<file path="src/rtl/tuple_collector_if.sv">
// Handshake bundle between the triplet generator, the collector and the
// byte-serial sink. The master side is the generator plus sink, the slave
// side is the collector itself.
interface tuple_collector_if #(
   parameter int IDX_W = 8
);
   logic               valid;
   logic [3*IDX_W-1:0] tuple;
   logic               ack;
   logic [IDX_W-1:0]   out_data;
   logic               out_valid;
   logic               out_ready;
   logic               out_last;

   modport master (
      output valid,
      output tuple,
      output out_ready,
      input  ack,
      input  out_data,
      input  out_valid,
      input  out_last
   );

   modport slave (
      input  valid,
      input  tuple,
      input  out_ready,
      output ack,
      output out_data,
      output out_valid,
      output out_last
   );
endinterface

</file>
<file path="src/rtl/tuple_collector.sv">
// Collects index triplets over a 4-phase valid/ack handshake, sorts each
// triplet ascending, queues it in a small FIFO and streams the three
// indices out one per transfer, flagging the largest as the last byte.
module tuple_collector #(
   parameter int IDX_W = 8,
   parameter int DEPTH = 8
) (
   input  logic                   clk,
   input  logic                   reset,
   tuple_collector_if.slave       bus,
   output logic [$clog2(DEPTH):0] fifo_level,
   output logic [7:0]             tuple_count
);

   localparam int PW = $clog2(DEPTH);
   localparam int TW = 3 * IDX_W;
   localparam logic [PW:0] FULL_LEVEL = (PW + 1)'(DEPTH);

   typedef enum logic {
      IDLE,
      ACKED
   } state_t;

   state_t            state_q;
   state_t            state_d;
   logic [TW-1:0]     mem [DEPTH];
   logic [PW-1:0]     wr_ptr;
   logic [PW-1:0]     rd_ptr;
   logic [1:0]        byte_idx;
   logic [IDX_W-1:0]  fa;
   logic [IDX_W-1:0]  fb;
   logic [IDX_W-1:0]  fc;
   logic [IDX_W-1:0]  lo_ab;
   logic [IDX_W-1:0]  hi_ab;
   logic [IDX_W-1:0]  s_min;
   logic [IDX_W-1:0]  s_mid;
   logic [IDX_W-1:0]  s_max;
   logic [TW-1:0]     head;
   logic              full;
   logic              wr_en;
   logic              xfer;
   logic              pop;

   assign fa = bus.tuple[IDX_W-1:0];
   assign fb = bus.tuple[2*IDX_W-1:IDX_W];
   assign fc = bus.tuple[3*IDX_W-1:2*IDX_W];

   // Three-input sort: order a/b first, then place c relative to that pair.
   always_comb begin
      lo_ab = (fa < fb) ? fa : fb;
      hi_ab = (fa < fb) ? fb : fa;
      s_min = (fc < lo_ab) ? fc : lo_ab;
      s_max = (fc > hi_ab) ? fc : hi_ab;
      if (fc < lo_ab)
         s_mid = lo_ab;
      else if (fc > hi_ab)
         s_mid = hi_ab;
      else
         s_mid = fc;
   end

   // Fullness comes from the registered level only, so a pop never frees a slot in the same cycle.
   assign full = (fifo_level == FULL_LEVEL);

   // Handshake next-state: capture once per valid pulse, then wait for valid to fall.
   always_comb begin
      state_d = state_q;
      wr_en   = 1'b0;
      unique case (state_q)
         IDLE: begin
            if (bus.valid && !full) begin
               wr_en   = 1'b1;
               state_d = ACKED;
            end
         end
         ACKED: begin
            if (!bus.valid)
               state_d = IDLE;
         end
         default: state_d = IDLE;
      endcase
   end

   // Handshake state register; ack is decoded straight from it.
   always_ff @(posedge clk or negedge reset) begin
      if (!reset)
         state_q <= IDLE;
      else
         state_q <= state_d;
   end

   assign bus.ack = (state_q == ACKED);

   assign bus.out_valid = (fifo_level != '0);
   assign xfer          = bus.out_valid && bus.out_ready;
   assign pop           = xfer && (byte_idx == 2'd2);
   assign head          = mem[rd_ptr];
   assign bus.out_last  = bus.out_valid && (byte_idx == 2'd2);

   // Pick the head entry's field for the current byte, zero when nothing is queued.
   always_comb begin
      bus.out_data = '0;
      if (bus.out_valid) begin
         unique case (byte_idx)
            2'd0:    bus.out_data = head[IDX_W-1:0];
            2'd1:    bus.out_data = head[2*IDX_W-1:IDX_W];
            2'd2:    bus.out_data = head[3*IDX_W-1:2*IDX_W];
            default: bus.out_data = '0;
         endcase
      end
   end

   // Storage array, written with the sorted triplet stored as {max, mid, min}.
   always_ff @(posedge clk) begin
      if (wr_en)
         mem[wr_ptr] <= {s_max, s_mid, s_min};
   end

   // Pointers, occupancy and the saturating acceptance counter.
   always_ff @(posedge clk or negedge reset) begin
      if (!reset) begin
         wr_ptr      <= '0;
         rd_ptr      <= '0;
         fifo_level  <= '0;
         tuple_count <= '0;
      end else begin
         if (wr_en)
            wr_ptr <= wr_ptr + 1'b1;
         if (pop)
            rd_ptr <= rd_ptr + 1'b1;
         unique case ({wr_en, pop})
            2'b10:   fifo_level <= fifo_level + 1'b1;
            2'b01:   fifo_level <= fifo_level - 1'b1;
            default: fifo_level <= fifo_level;
         endcase
         if (wr_en && (tuple_count != 8'hFF))
            tuple_count <= tuple_count + 8'd1;
      end
   end

   // Serializer byte index: advances per transfer and wraps on the popping transfer.
   always_ff @(posedge clk or negedge reset) begin
      if (!reset)
         byte_idx <= 2'd0;
      else if (xfer)
         byte_idx <= (byte_idx == 2'd2) ? 2'd0 : byte_idx + 2'd1;
   end

endmodule

</file>
<file path="src/flat_wrapper.sv">
// flat-port wrapper written by rule: the top's interface ports become plain ports
module tuple_collector_flat 
#(
   parameter int IDX_W = 8,
   parameter int DEPTH = 8
)
  (clk, reset, fifo_level, tuple_count, bus_valid, bus_tuple, bus_out_ready, bus_ack, bus_out_data, bus_out_valid, bus_out_last);
  tuple_collector_if #(.IDX_W(IDX_W)) bus_i ();
  input  logic clk;
  input  logic reset;
  output logic [$clog2(DEPTH):0] fifo_level;
  output logic [7:0] tuple_count;
  input wire logic [$bits(bus_i.valid)-1:0] bus_valid;
  input wire logic [$bits(bus_i.tuple)-1:0] bus_tuple;
  input wire logic [$bits(bus_i.out_ready)-1:0] bus_out_ready;
  output wire logic [$bits(bus_i.ack)-1:0] bus_ack;
  output wire logic [$bits(bus_i.out_data)-1:0] bus_out_data;
  output wire logic [$bits(bus_i.out_valid)-1:0] bus_out_valid;
  output wire logic [$bits(bus_i.out_last)-1:0] bus_out_last;
  assign bus_i.valid = bus_valid;
  assign bus_i.tuple = bus_tuple;
  assign bus_i.out_ready = bus_out_ready;
  assign bus_ack = bus_i.ack;
  assign bus_out_data = bus_i.out_data;
  assign bus_out_valid = bus_i.out_valid;
  assign bus_out_last = bus_i.out_last;
  tuple_collector #(.IDX_W(IDX_W), .DEPTH(DEPTH)) u_core (.clk(clk), .reset(reset), .bus(bus_i), .fifo_level(fifo_level), .tuple_count(tuple_count));
endmodule
</file>
<file path="config.mk">
export PLATFORM = sky130hd
export DESIGN_NAME = tuple_collector_flat
export DESIGN_NICKNAME = d
export VERILOG_FILES = /design/src/rtl/tuple_collector_if.sv /design/src/rtl/tuple_collector.sv /design/src/flat_wrapper.sv
export SDC_FILE = /design/constraint.sdc
export NUM_CORES = 1
export LEC_CHECK = 0
export BUFFER_PORTS_ARGS = -buffer_cell sky130_fd_sc_hd__buf_2
export CORE_AREA = 3 3 143 111
export DETAILED_ROUTE_END_ITERATION = 7
export DIE_AREA = 0 0 146 114
export PLACE_DENSITY = 0.86
export SLEW_MARGIN = 10
export SYNTH_ARGS = -nofsm -noshare
export SYNTH_HDL_FRONTEND = slang
export SYNTH_SLANG_ARGS = --single-unit
</file>
<file path="constraint.sdc">
create_clock -name clk -period 6.9 [get_ports clk]
set_clock_uncertainty 0.1 [all_clocks]
set_input_delay 0.345 -clock clk [delete_from_list [all_inputs] [get_ports clk]]
set_output_delay 0.345 -clock clk [all_outputs]
set_load 0.02 [all_outputs]
</file>
==> run metrics <==
status=finished clean; Final Hold Fails=0; top-area cell type share of the netlist area=between 60% and 70%; achievable clock frequency=between 200 and 250 MHz; top-count cell post-synth=edfxtp_1; Max Cap Viol=0; core area=0.0144 sq mm; Resize count post-CTS=0; Tcrit/Tclk final=70.5%; Synth Instances=532; layout cells sized above 1=26.2%; post-route ant nets=0; Sum Neg Setup Slack=0 ns; largest net degree at the start of global routing=51; Yosys warning count=0; crit end category=flop; Worst Path Required=~7 ns; Slew headroom=between 20% and 30%; routed vias=5072; hold_buf cts=2; top cells by area, synth=edfxtp_1 61%, mux4_2 13%, dfrtp_1 5.6%; Leakage=3.81 nW; first-pass GRT wire length=just over 30 mm; final-report max-slew violation count=0; DRC viols=0; worst reg2reg path depth=9; Power, Total=around 0.0042 W; Worst Tran Pin Value=1.13 ns; Critical Path Source=bus_tuple[15]; Clock Latency Late Sink=0.48 ns; critical-path maximum fanout=16; Worst Slack Setup Final=slightly above 2 ns; Top Ports=51; Antenna Cells=0; Bufs on Longest Clock Path=3; Root Driver=clkbuf_16; Synth area leader=edfxtp_1; post-layout util=73.1%; Worst-path clk slew=~0.060 ns; Power Density=395 mW/mm^2; Period minus WS final=4.86 ns; vias per cell=6.32; Setup CP Type=in2reg; Avg Cell Area, Syn=17.7 sq um; Die Area=0.0166 sq mm; RSZ-0062 raised after global routing=false; vias in the first global route=5312; Starting Density=65.3%; dpl hpwl=approximately 12 mm; worst hold path class=in2reg; CTS Buf Count=20; Area Growth Syn to Fin=12.0%; Syn Nets=589; Peak VDD IR=roughly 0.00026 V; EDFF count, synth=between 150 and 200; pre-CTS setup slack=1.52 ns; initial antenna violation count=0; Initial DRC Count=roughly 480; register area share after synthesis=66.8%; # Post-CTS Setup Buffers=0; Synth async-reset ratio=9.86%; Die X=around 150 microns; Finished Layout Cells=between 800 and 900; Netlist cell types=37; placed cells=767; nets=648; global placement routability congestion=about 0.9; CP Capture Point=u_core.mem[3][6]; WP data arrival=4.95 ns; Post-synth top cells=192 x edfxtp_1, 56 x mux4_2, 39 x mux2i_1, 37 x nor2_1, 28 x ha_1; Worst R2R End=u_core.fifo_level[3]; Finish-stage setup viols=0; H-tree levels=1; Synth Flop Type=edfxtp_1; flop-to-flop setup slack=3.86 ns; detailed-route wire length=19.9 mm; PortBufs=50; Critical R2R Launch=u_core.byte_idx[0]; #FFs+latches synth=213; wire per inst=24.8 microns; grt total ovfl=0; Cell Area, Synth=0.00941 sq mm; total track usage=about a quarter; element type at the critical path start=input port; Die Ht=114 microns; CTS tree=yes; DRT Pass-1 Iters=4; CTS sink cnt=around 210; row cnt=38
## area by class of cell
type                    instances  area, sq um
fillers                       820         3870
clock inverters                 7         58.8
multi-input cells             272         2980
repair buffers                 57          308
flip-flops and latches        213         6290
inverters                      27          101
clock buffers                  26          544
well taps                     200          250
## cells in the final DEF, fill, tap and decap left out, types with 2 or more instances in the layout
master and instances:
nor2b_1 3, xnor2_1 7, buf_2 50, nand3_1 4, dlygate4sd3_1 2, a21oi_1 21, o21a_1 3, nor2_4 6
clkbuf_1 5, inv_1 26, clkbuf_16 21, mux4_2 56, dfrtp_2 2, edfxtp_1 192, clkinv_1 4, mux2_2 9
or4_1 2, nand2b_1 6, xor2_1 7, o21ai_0 5, nand2_1 19, nor3_2 2, buf_4 5, dfrtp_1 19
nor2_1 31, ha_1 28, nand4_1 3, clkinv_2 2, mux2_1 3, a21o_1 5, mux2i_1 39
## metrics by stage
stage,cell area [sq um],hold slack (ns)
after detailed placement,9910,0.226
after CTS,10500,0.136
after global placement,9910,0.217
after global routing,10500,0.180
after floorplan,9410,-0.0506
final,10500,0.160
## worst max-delay path: stages
cell and delay, ns:
buf_2 0.10, inv_1 0.04, ha_1 0.28, nand2_1 0.11, o41ai_4 1.04, mux2i_1 0.44, ha_1 0.31, and4_1 0.22
a221o_1 0.36, or4_1 0.42, o21ba_1 0.55, mux2i_1 0.72
## layer usage
| layer | global-route usage [%] | wire length (microns) |
|---|---|---|
| met1 | 35.7 | 8330 |
| met2 | 39.7 | 9500 |
| met3 | 6.00 | 1630 |
| met4 | 7.08 | 418 |
| met5 | 0 | 0 |
## registers in the layout, summed over array words and instances, names as in the netlist
name                cells
u_core.tuple_count      8
u_core.fifo_level       4
u_core.wr_ptr           3
u_core.bus.ack          1
u_core.mem            192
u_core.byte_idx         2
u_core.rd_ptr           3
## power breakdown
group,internal (W),switching (W),leakage [nW]
Combinational,0.000596,0.000783,1.53
Sequential,0.00163,0.000130,1.99
Clock,0.000591,0.000435,0.291
Total,0.00282,0.00135,3.81
## worst min-delay path by stage
stage | startpoint | endpoint | cells past startpoint
2_1_floorplan | reset | u_core.bus.ack | 0
3_3_place_gp | reset | u_core.fifo_level[0] | 1
3_5_place_dp | reset | u_core.fifo_level[3] | 1
4_1_cts | bus_out_ready | u_core.byte_idx[1] | 4
5_1_grt | bus_out_ready | u_core.byte_idx[0] | 3
6_report | bus_out_ready | u_core.byte_idx[1] | 3
## cells by family after synthesis
family,Yosys count,synth area share (%)
flip-flops,213,66.8
multiplexers,107,19.0
AND/OR/NAND/NOR,81,3.92
buffers and inverters,47,2.13
AO/OA/AOI/OAI,41,2.88
adder cells (fa/ha/maj),29,3.94
XOR/XNOR,14,1.30
Note: power is estimated with default switching activity, not from simulation.
